**src/rtl/kalman_pkg.sv**
```systemverilog
// kalman_pkg
// Shared definitions for the Kalman sequencer and its address generator.
//   - addr_sel bit positions (increment / restart strobes per region)
//   - sequencer FSM state type
//   - offset_width(): width of the addr_ptr bus (region bit + offset field)
package kalman_pkg;

    localparam int SEL_INC_STATES = 0;
    localparam int SEL_RST_STATES = 1;
    localparam int SEL_INC_COMMON = 2;
    localparam int SEL_RST_COMMON = 3;

    typedef enum logic {
        ST_IDLE = 1'b0,
        ST_RUN  = 1'b1
    } seq_state_t;

    // The offset field is sized to hold the larger per-state increment value
    // itself (the generator adds it to its base), plus one MSB for the region.
    function automatic int offset_width(input int steps_states, input int steps_common);
        int m;
        m = (steps_states > steps_common) ? steps_states : steps_common;
        return $clog2(m + 1) + 1;
    endfunction

endpackage

```
**src/rtl/kalman_step_counter.sv**
```systemverilog
// kalman_step_counter
// Step counter (0 .. STEPS_TOTAL-1) and state counter (0 .. N_STATES-1).
// Both advance on i_adv; the state counter steps when the step counter wraps
// and returns to 0 after the final step of the final state.
// Ports:
//   i_clk, i_rst_n   clock, asynchronous active-low reset
//   i_adv            advance one step
//   o_step           current step within the state
//   o_state          current state index
//   o_last_step      o_step is the last step of a state
//   o_last_state     o_state is the last state of the run
module kalman_step_counter
    import kalman_pkg::*;
#(
    parameter int N_STATES    = 8,
    parameter int STEPS_TOTAL = 4,
    parameter int STEP_W      = 2,
    parameter int IDX_W       = 3
)(
    input  logic              i_clk,
    input  logic              i_rst_n,
    input  logic              i_adv,
    output logic [STEP_W-1:0] o_step,
    output logic [IDX_W-1:0]  o_state,
    output logic              o_last_step,
    output logic              o_last_state
);

    logic [STEP_W-1:0] r_step;
    logic [IDX_W-1:0]  r_state;

    assign o_step       = r_step;
    assign o_state      = r_state;
    assign o_last_step  = (r_step == STEP_W'(STEPS_TOTAL - 1));
    assign o_last_state = (r_state == IDX_W'(N_STATES - 1));

    always_ff @(posedge i_clk or negedge i_rst_n) begin
        if (!i_rst_n) begin
            r_step  <= '0;
            r_state <= '0;
        end else if (i_adv) begin
            if (o_last_step) begin
                r_step  <= '0;
                r_state <= o_last_state ? '0 : r_state + IDX_W'(1);
            end else begin
                r_step <= r_step + STEP_W'(1);
            end
        end
    end

endmodule

```
**src/rtl/kalman_sequencer.sv**
```systemverilog
// kalman_sequencer
// Control stage in front of the Kalman address generator. A start pulse
// launches a run over N_STATES states; each state issues STEPS_STATES reads
// from the state region then STEPS_COMMON reads from the common region.
// Optional feature macro: KALMAN_SEQ_STALL_EN (adds i_stall to pause a run).
// Ports:
//   i_clk, i_rst_n   clock, asynchronous active-low reset
//   i_start          run request (accepted only while o_busy=0)
//   i_stall          (KALMAN_SEQ_STALL_EN only) hold the sequence
//   o_busy           run in progress, high through the o_done cycle
//   o_done           pulse with the last o_rd_valid
//   o_addr_sel       generator strobes {rst common, inc common, rst states, inc states}
//   o_addr_ptr       {region, offset} to the generator
//   o_rd_valid       generator output address valid this cycle
//   o_state_idx      state index aligned with o_rd_valid
module kalman_sequencer
    import kalman_pkg::*;
#(
    parameter  int N_STATES     = 8,
    parameter  int STEPS_STATES = 2,
    parameter  int STEPS_COMMON = 2,
    localparam int OFFSET_WIDTH = offset_width(STEPS_STATES, STEPS_COMMON),
    localparam int IDX_W        = (N_STATES > 1) ? $clog2(N_STATES) : 1
)(
    input  logic                    i_clk,
    input  logic                    i_rst_n,
    input  logic                    i_start,
`ifdef KALMAN_SEQ_STALL_EN
    input  logic                    i_stall,
`endif
    output logic                    o_busy,
    output logic                    o_done,
    output logic [3:0]              o_addr_sel,
    output logic [OFFSET_WIDTH-1:0] o_addr_ptr,
    output logic                    o_rd_valid,
    output logic [IDX_W-1:0]        o_state_idx
);

    localparam int STEPS_TOTAL = STEPS_STATES + STEPS_COMMON;
    localparam int STEP_W      = $clog2(STEPS_TOTAL);
    localparam int OFF_W       = OFFSET_WIDTH - 1;

    seq_state_t              r_fsm, w_fsm_next;
    logic                    w_stall, w_accept, w_issue, w_final;
    logic [STEP_W-1:0]       w_step, w_rel;
    logic [IDX_W-1:0]        w_state_cnt;
    logic                    w_last_step, w_last_state, w_in_states;
    logic [OFF_W-1:0]        w_off;
    logic [3:0]              w_sel;

    logic                    r_busy, r_done, r_rd_valid;
    logic [3:0]              r_addr_sel;
    logic [OFFSET_WIDTH-1:0] r_addr_ptr;
    logic [IDX_W-1:0]        r_step_state, r_state_idx;
    logic                    r_step_act, r_final_p;

`ifdef KALMAN_SEQ_STALL_EN
    assign w_stall = i_stall;
`else
    assign w_stall = 1'b0;
`endif

    kalman_step_counter #(
        .N_STATES   (N_STATES),
        .STEPS_TOTAL(STEPS_TOTAL),
        .STEP_W     (STEP_W),
        .IDX_W      (IDX_W)
    ) u_step_counter (
        .i_clk       (i_clk),
        .i_rst_n     (i_rst_n),
        .i_adv       (w_issue),
        .o_step      (w_step),
        .o_state     (w_state_cnt),
        .o_last_step (w_last_step),
        .o_last_state(w_last_state)
    );

    assign w_final     = w_last_step && w_last_state;
    assign w_in_states = (w_step < STEP_W'(STEPS_STATES));
    assign w_rel       = w_in_states ? w_step : w_step - STEP_W'(STEPS_STATES);
    assign w_off       = OFF_W'(w_rel);

    always_ff @(posedge i_clk or negedge i_rst_n) begin
        if (!i_rst_n) r_fsm <= ST_IDLE;
        else          r_fsm <= w_fsm_next;
    end

    // Step 0 is issued in the same edge that accepts start, so the first
    // address appears one cycle after the start pulse.
    always_comb begin
        w_fsm_next = r_fsm;
        w_accept   = 1'b0;
        w_issue    = 1'b0;
        w_sel      = '0;
        case (r_fsm)
            ST_IDLE: begin
                if (i_start && !r_busy) begin
                    w_accept   = 1'b1;
                    w_issue    = 1'b1;
                    w_fsm_next = ST_RUN;
                end
            end
            ST_RUN: begin
                if (!w_stall) begin
                    w_issue = 1'b1;
                    if (w_final) w_fsm_next = ST_IDLE;
                end
            end
            default: w_fsm_next = ST_IDLE;
        endcase
        if (w_last_step) begin
            if (w_last_state) begin
                w_sel[SEL_RST_STATES] = 1'b1;
                w_sel[SEL_RST_COMMON] = 1'b1;
            end else begin
                w_sel[SEL_INC_STATES] = 1'b1;
                w_sel[SEL_INC_COMMON] = 1'b1;
            end
        end
    end

    // r_step_act/r_final_p track the issued step; the rd_valid, state_idx and
    // done registers delay them once more to match the generator's output reg.
    always_ff @(posedge i_clk or negedge i_rst_n) begin
        if (!i_rst_n) begin
            r_busy       <= 1'b0;
            r_done       <= 1'b0;
            r_rd_valid   <= 1'b0;
            r_addr_sel   <= '0;
            r_addr_ptr   <= '0;
            r_step_state <= '0;
            r_state_idx  <= '0;
            r_step_act   <= 1'b0;
            r_final_p    <= 1'b0;
        end else begin
            r_addr_sel <= w_issue ? w_sel : 4'b0000;
            if (w_issue) begin
                r_addr_ptr   <= {~w_in_states, w_off};
                r_step_state <= w_state_cnt;
            end else if (r_fsm == ST_IDLE) begin
                r_addr_ptr <= '0;
            end
            r_step_act  <= w_issue;
            r_final_p   <= w_issue && w_final;
            r_rd_valid  <= r_step_act;
            r_state_idx <= r_step_state;
            r_done      <= r_step_act && r_final_p;
            if (w_accept)    r_busy <= 1'b1;
            else if (r_done) r_busy <= 1'b0;
        end
    end

    assign o_busy      = r_busy;
    assign o_done      = r_done;
    assign o_rd_valid  = r_rd_valid;
    assign o_addr_sel  = r_addr_sel;
    assign o_addr_ptr  = r_addr_ptr;
    assign o_state_idx = r_state_idx;

endmodule
```
**config.mk**
```make
export PLATFORM = sky130hd
export DESIGN_NAME = kalman_sequencer
export DESIGN_NICKNAME = d
export VERILOG_FILES = /design/src/rtl/kalman_pkg.sv /design/src/rtl/kalman_step_counter.sv /design/src/rtl/kalman_sequencer.sv
export SDC_FILE = /design/constraint.sdc
export NUM_CORES = 1
export LEC_CHECK = 0
export CAP_MARGIN = 20
export CORE_AREA = 2 2 39 41
export DETAILED_ROUTE_END_ITERATION = 8
export DIE_AREA = 0 0 41 43
export DONT_BUFFER_PORTS = 1
export MAX_ROUTING_LAYER = met4
export PLACE_DENSITY = 0.71
export SKIP_CTS_REPAIR_TIMING = 1
export SLEW_MARGIN = 20
export SYNTH_ARGS = -nofsm -noshare
export SYNTH_HDL_FRONTEND = slang
export SYNTH_HIERARCHICAL = 1
export SYNTH_SLANG_ARGS = --single-unit
```
**constraint.sdc**
```tcl
create_clock -name i_clk -period 2.2 [get_ports i_clk]
set_clock_uncertainty 0.1 [all_clocks]
set_input_delay 0.22 -clock i_clk [delete_from_list [all_inputs] [get_ports i_clk]]
set_output_delay 0.22 -clock i_clk [all_outputs]
set_load 0.01 [all_outputs]
```
==> results.cfg, run 1 <==
[yosys]
ys_ff_latch = 20
synth_nets = 58
mappedNetlistArea_um2 = 776
synth_area_leaders = dfrtp_1 (65%), mux2_2 (5.8%), mux2_4 (5.8%)
ys_seq_area_frac = 0.645
synth-warning-count = 6
synthCells = 52
synth_area_per_cell_um2 = 14.9
yosysTopAreaCell = dfrtp_1
ys_types = 21
yosys.area.top_type_share = 0.645

[route]
wl_per_cell_um = 14.5
drcViolationCount = 0
drt_iter0_drc = 4
wirelength_mm = 1.02
dr.pass1.iters = 4
viasPerCell = 5.24
ant_nets = 0
dr_total_vias = 367

[pwr]
p_sw_uw = 110
seqPwrFrac = 0.554
combinationalPowerShare = 0.015
p_leak_uw = 0.000450
p_sw_frac = 0.166
p_per_area_nw_per_um2 = 792
peakVddDrop_mv = 0.382
power.clock.fraction = 0.431
internal_power_uw = 554
total_power_uw = 664

[sta]
tightest_slew_ns = 0.861
setup_tns_ns = 0
period_share = 0.735
rsz0062_at_grt = no
finalHoldViolations = 0
setup_viol = 0
fin_ws_ns = 0.583
max_slew_margin = 0.424
fmax_ghz = 0.619
slew_viol_final = 0
fin_crit_ns = 1.62

[worst_setup_path]
criticalPathCategory = reg2reg
cp_cell_sequence = inv_2, a21oi_4, inv_1, nand2_2, mux2_4
critPathArrivalTime_ns = 1.69
worst_path_max_delay_cell = dfrtp_1
cp-start-kind = flop
setup.worst_path.end_class = flop
required_ns = 2.28
critical_path.max_fanout = 9
slowest_delay_ns = 0.43
ff2ff_path_depth = 5

[hold_path]
hold_class = in2reg
worstHoldPathCells = 2

[final_layout]
mostFrequentLayoutCell = dfrtp_1
fillers = 101
drive_gt1_frac = 0.296
seqCellArea_um2 = 500
fin_nets = 61
multi_input_area_um2 = 238
antennaDiodeCount = 0
syn_to_final_growth_pct = 8.06
final_util = 0.606
final_cell_mix = dfrtp_1 (20), mux2_2 (4), clkbuf_4 (3), mux2_4 (3), ha_1 (3)

[clocking]
path_clk_slew_ns = 0.11
clock_path_buffers = 2
clkLatencyLatePin_ns = 0.29
root_buffer = clkbuf_4
cts.sink_count = 20
h-tree-depth = 1
cts_made_buffers = 3
cts_tree = built

[flow_run]
cap_violations = 0

[global_routing]
grt_max_degree = 21
met3_usage = 0.0314
grt_use_met2 = 0.203
met1_usage = 0.197
grt_pass1_wl_mm = 1.63
grt-ovfl-total = 0
antenna_found_initial = 0
grt_pass1_vias = 386
grtUsageTotal = 0.141
grt_busiest_layer = met2

[run_status]
status = finished clean

[floorplanning]
core-area_um2 = 1380
num_rows = 14
dieArea_um2 = 1760
dieHeight_um = 43
die_w_um = 41
initial_utilization = 0.561
pin_count = 16

[placement]
port_buffers = 0
gp_congestion = 0.823
dpl_worst_slack_ns = 0.605
dp_hpwl_um = 772
power groups by stage:
stage	clock network, uW	logic [uW]	registers (uW)
2_1_floorplan	0	2.17	375
3_3_place_gp	0	0.845	375
3_5_place_dp	0	0.845	375
4_1_cts	295	0.845	368
5_1_grt	324	11.7	368
6_report	286	10.1	367
worst max-delay path: cells and delay by family (launching register included):
kind	cells	cell delay, ns
and+or+nand+nor	1	0.15
buffers and inverters	2	0.24
DFF	1	0.43
AOI/OAI and AO/OA	1	0.27
muxes	1	0.31
kinds of logic after synthesis:
logic type / count (synthesis) / synth area share
AOI/OAI and AO/OA: 3 / 0.0355
adders and majority gates: 3 / 0.0484
buffers and inverters: 6 / 0.0484
and+or+nand+nor: 11 / 0.0887
DFF: 20 / 0.645
muxes: 8 / 0.129
other: 1 / 0.00483
final timing paths:
path	from	endpoint	slack [ns]
worst max-delay path	o_busy	u_step_counter/o_state[0]	0.58
worst min-delay path	i_start	o_addr_sel[1]	0.03
worst max register to register	o_busy	u_step_counter/o_state[0]	0.58
worst min register to register	r_step_state[2]	o_state_idx[2]	0.28
max in group asynchronous	i_rst_n	r_step_state[2]	1.09
min in group asynchronous	i_rst_n	r_step_state[1]	0.38
sequential cells by signal (all words and copies together), names as in the netlist:
signal and cells:
o_state_idx 3, r_step_state 3, u_step_counter/o_state 3, o_addr_ptr 2, o_addr_sel 2, u_step_counter/o_step 2
o_busy 1, o_done 1, o_rd_valid 1, r_fsm 1, r_step_act 1
final cells by class:
type                    count  area share
repair buffers              2      0.0239
inverters                   2     0.00896
flip-flops and latches     20       0.597
well taps                  16      0.0239
clock buffers               3      0.0269
multi-input cells          26       0.284
clock inverters             1      0.0358
metal layers:
| layer | vias to the layer above | part of all wire |
|---|---|---|
| met3 | 0 | 0.074 |
| met1 | 184 | 0.42 |
| met4 | 0 | 0 |
| li1 | 172 | - |
| met2 | 11 | 0.51 |
| met5 | - | 0 |
metrics by stage:
stage	std cells	area, um2	hold slack [ns]
final	70	838	0.0300
after global routing	70	838	0.0375
after CTS	68	818	-0.505
after detailed placement	64	766	-0.175
after global placement	64	766	-0.175
after floorplan	52	776	-0.176
synth_stat cells:
cell	instances
nand2b_1	1
mux2_2	4
ha_1	3
buf_4	4
dfrtp_1	20
and2_1	1
nand2_1	1
inv_1	1
conb_1	1
nor2b_1	1
mux2_4	3
nand3b_1	1
mux2i_1	1
nor3b_1	1
inv_2	1
nor2_1	2
nand2_2	1
a21oi_4	1
and2b_2	2
o21ai_0	1
a31oi_1	1
(Power assumes the default switching activity.)
==> inputs of run 2 (changes only) <==
--- a/config.mk
+++ b/config.mk
@@ -6,12 +6,11 @@
 export NUM_CORES = 1
 export LEC_CHECK = 0
 export CAP_MARGIN = 20
-export CORE_AREA = 2 2 39 41
+export CORE_UTILIZATION = 52
 export DETAILED_ROUTE_END_ITERATION = 8
-export DIE_AREA = 0 0 41 43
 export DONT_BUFFER_PORTS = 1
 export MAX_ROUTING_LAYER = met4
-export PLACE_DENSITY = 0.71
+export PLACE_DENSITY = 0.67
 export SKIP_CTS_REPAIR_TIMING = 1
 export SLEW_MARGIN = 20
 export SYNTH_ARGS = -nofsm -noshare
==> constraint.sdc (replaced) <==
create_clock -name i_clk -period 1.39 [get_ports i_clk]
set_clock_uncertainty 0.1 [all_clocks]
set_input_delay 0.139 -clock i_clk [delete_from_list [all_inputs] [get_ports i_clk]]
set_output_delay 0.139 -clock i_clk [all_outputs]
set_load 0.01 [all_outputs]
==> results.cfg, run 2 (same netlist as run 1, synthesis figures left out) <==
[run_status]
failed_checks = hold timing
status = finished, violations left

[floorplanning]
dieArea_um2 = 1650
num_rows = 13
initial_utilization = 0.575
pin_count = 16
dieHeight_um = 40.6
die_w_um = 40.6
core-area_um2 = 1350

[clocking]
path_clk_slew_ns = 0.10
clkLatencyLatePin_ns = 0.28
clock_path_buffers = 2
cts_tree = built
root_buffer = clkbuf_4
cts.sink_count = 20
cts_made_buffers = 3
h-tree-depth = 1

[worst_setup_path]
ff2ff_path_depth = 3
critPathLaunch = u_step_counter/o_state[0]
critPathArrivalTime_ns = 1.43
slowest_delay_ns = 0.41
r2r_start = u_step_counter/o_state[0]
cp-start-kind = flop
cp_cell_sequence = ha_1, ha_1, mux2_4
r2r_end = u_step_counter/o_state[2]
required_ns = 1.47
criticalPathCategory = reg2reg
worst_path_max_delay_cell = dfrtp_1
critical_path.max_fanout = 3
rrSetupSlack_ns = 0.04
cp_common_cell = ha_1
setup.worst_path.end_class = flop

[final_layout]
final_cell_mix = dfrtp_1 (20), mux2_2 (4), buf_4 (4)
fin_nets = 64
fillers = 98
antennaDiodeCount = 0
mostFrequentLayoutCell = dfrtp_1
drive_gt1_frac = 0.368
syn_to_final_growth_pct = 9.03

[pwr]
p_per_area_nw_per_um2 = 1070
total_power_uw = 907
p_leak_uw = 0.000472
peakVddDrop_mv = 0.552

[sta]
slew_viol_final = 0
period_share = 0.973
finalHoldViolations = 3
setup_viol = 0
holdWs_ns = -0.0885
max_slew_margin = 0.430
rsz0062_at_grt = yes
fmax_ghz = 0.739
setup_tns_ns = 0
tightest_slew_ns = 0.852
fin_crit_ns = 1.35

[placement]
gp_congestion = 0.664
port_buffers = 0

[global_routing]
antenna_found_initial = 0
grt_max_degree = 21
grt_pass1_vias = 345
grt_pass1_wl_mm = 1.46
grtUsageTotal = 0.148
grt-ovfl-total = 0

[route]
wirelength_um = 990
dr_total_vias = 377
drt_iter0_drc = 0
viasPerCell = 5.24
wl_per_cell_um = 13.8
ant_nets = 0
dr.pass1.iters = 1
drcViolationCount = 0

[hold_path]
min_to = o_busy
worstHoldPathCells = 2
hp-start = i_start
hold_class = in2reg

[flow_run]
cap_violations = 0
run 2: worst max path at each step:
stage	end	slack [ns]	cells past startpoint
floorplan	u_step_counter/o_state[0]	0.007	5
detailed placement	u_step_counter/o_state[2]	0.02	3
global placement	u_step_counter/o_state[2]	0.07	3
global route	u_step_counter/o_state[2]	-0.01	3
finish	u_step_counter/o_state[2]	0.04	3
CTS	u_step_counter/o_state[2]	-0.0002	3
run 2: cell type report:
cell class,count,area (um2),area share
Sequential cell,20,500,0.592
Multi-Input combinational cell,26,243,0.287
Timing Repair Buffer,5,40.0,0.0473
Clock buffer,4,36.3,0.0429
Tap cell,15,18.8,0.0222
Inverter,2,7.51,0.00888
run 2: worst max-delay path: cells and delay by family (launching register included):
kind	cells	cell delay [ns]
mux	1	0.27
fa+ha+maj	2	0.47
flops	1	0.41
run 2: report_power, final:
part | internal (uW) | switching, uW
registers | 581 | 0
logic | 1.90 | 11.5
clock network | 159 | 153
run 2: per-layer routing:
layer,vias up,part of all wire,GRT usage
li1,179,-,-
met1,185,0.41,0.161
met2,11,0.52,0.238
met3,2,0.064,0.0707
met4,0,0.0081,0.0500
met5,-,0,-
run 2: stage by stage:
step / std cells / hold slack [ns] / area [um2] / setup WS [ns] / utilization
2_1_floorplan: 52 / -0.257 / 776 / 0.00653 / -
3_3_place_gp: 66 / -0.256 / 787 / 0.0730 / 0.583
3_5_place_dp: 66 / -0.256 / 787 / 0.0152 / 0.583
4_1_cts: 70 / -0.571 / 823 / -0.000250 / 0.610
5_1_grt: 72 / -0.100 / 846 / -0.00985 / 0.627
6_report: 72 / -0.0885 / 846 / 0.0373 / 0.627
==> inputs of run 3 (changes only) <==
--- a/config.mk
+++ b/config.mk
@@ -9,8 +9,10 @@
 export CORE_UTILIZATION = 52
 export DETAILED_ROUTE_END_ITERATION = 8
 export DONT_BUFFER_PORTS = 1
+export GPL_ROUTABILITY_DRIVEN = 0
 export MAX_ROUTING_LAYER = met4
 export PLACE_DENSITY = 0.67
+export REMOVE_ABC_BUFFERS = 1
 export SKIP_CTS_REPAIR_TIMING = 1
 export SLEW_MARGIN = 20
 export SYNTH_ARGS = -nofsm -noshare
==> results.cfg, run 3 (same netlist as run 1, synthesis figures left out) <==
[run_status]
status = finished clean

[final_layout]
drive_gt1_frac = 0.373
fin_nets = 66
mostFrequentLayoutCell = dfrtp_1
fin_area_um2 = 861
final_cell_mix = dfrtp_1 (20), buf_4 (5), mux2_2 (4)
syn_to_final_growth_pct = 11.0
antennaDiodeCount = 0

[sta]
setup_viol = 0
finalHoldViolations = 0
slew_viol_final = 0
fmax_ghz = 0.734
fin_crit_ns = 1.36
fin_ws_ns = 0.0269
period_share = 0.981
max_slew_margin = 0.437
setup_tns_ns = 0
tightest_slew_ns = 0.842

[pwr]
peakVddDrop_mv = 0.666
p_sw_uw = 167
power.clock.fraction = 0.345
total_power_uw = 912
p_sw_frac = 0.184
internal_power_uw = 745
seqPwrFrac = 0.637
p_leak_uw = 0.000464
p_per_area_nw_per_um2 = 1060
combinationalPowerShare = 0.017

[hold_path]
hold_class = in2reg
worstHoldPathCells = 3
hp-start = i_start
min_to = r_step_act

[worst_setup_path]
setup.worst_path.end_class = flop
critical_path.max_fanout = 4
critPathArrivalTime_ns = 1.44
ff2ff_path_depth = 3
r2r_end = u_step_counter/o_state[2]
worst-path-buf-inv = 0
required_ns = 1.47
slowest_delay_ns = 0.42
r2r_start = u_step_counter/o_state[0]
rrSetupSlack_ns = 0.03
cp_cell_sequence = ha_1, ha_2, mux2_4
worst_path_max_delay_cell = dfrtp_1
cp-start-kind = flop
criticalPathCategory = reg2reg
path_delay_family = adder cells

[placement]
dpl_worst_slack_ns = 0.0180
dp_hpwl_um = 759
port_buffers = 0
place_area_um2 = 795

[floorplanning]
num_rows = 13
initial_utilization = 0.575
die_w_um = 40.6
dieHeight_um = 40.6
core-area_um2 = 1350
dieArea_um2 = 1650
pin_count = 16

[global_routing]
antenna_found_initial = 0
grt_max_degree = 21
grt_pass1_wl_mm = 1.64
grt_pass1_vias = 404
grt-ovfl-total = 0
grtUsageTotal = 0.162

[clocking]
h-tree-depth = 1
clock_path_buffers = 2
cts.sink_count = 20
root_buffer = clkbuf_4
path_clk_slew_ns = 0.10
cts_made_buffers = 3
cts_tree = built
clkLatencyLatePin_ns = 0.28

[flow_run]
cap_violations = 0

[route]
wl_per_cell_um = 14.5
wl_met1_um = 480
viasPerCell = 5.35
dr_wl_met3_um = 43
dr_wl_met2_um = 548
drt_iter0_drc = 7
drcViolationCount = 0
wirelength_mm = 1.07
top_layer = met3
dr.pass1.iters = 4
dr_total_vias = 396
ant_nets = 0
==> run 3: through the flow <==
stage               std cells   util  hold slack (ns)
floorplan                  48      -           -0.257
finish                     74  0.638           0.0636
CTS                        71  0.615           -0.582
global route               74  0.638           0.0637
detailed placement         67  0.589           -0.256
global placement           67  0.589           -0.256
==> run 3: area by class of cell <==
cell class	instances	area [um2]
clock buffers	4	36.3
repair buffers	7	57.6
flip-flops and latches	20	500
fillers	98	489
well taps	15	18.8
inverters	2	7.51
multi-input cells	26	240
==> run 3: worst register-to-register path, cell delays in order, from the launching register on <==
cell and delay [ns]:
dfrtp_1 0.42, ha_1 0.21, ha_2 0.25, mux2_4 0.27
==> run 3: worst max path at each step <==
| stage | to | depth (start not counted) | startpoint |
|---|---|---|---|
| final | u_step_counter/o_state[2] | 3 | u_step_counter/o_state[0] |
| after detailed placement | u_step_counter/o_state[2] | 3 | u_step_counter/o_state[0] |
| after global routing | u_step_counter/o_state[2] | 5 | o_busy |
| after floorplan | u_step_counter/o_state[0] | 5 | o_busy |
| after CTS | u_step_counter/o_state[2] | 3 | u_step_counter/o_state[0] |
| after global placement | u_step_counter/o_state[2] | 3 | u_step_counter/o_state[0] |
==> run 3: metal layers <==
| layer | global-route usage | vias to the layer above |
|---|---|---|
| met2 | 0.262 | 15 |
| met4 | 0.0833 | 0 |
| met1 | 0.177 | 200 |
| met5 | - | - |
| li1 | - | 181 |
| met3 | 0.0543 | 0 |
==> run 3: power by group through the flow <==
stage	logic, uW	registers, uW	clock network, uW
after floorplan	1.34	593	0
after global placement	1.34	593	0
after detailed placement	1.34	593	0
after CTS	1.34	582	329
after global routing	18.4	582	359
final	15.8	581	315
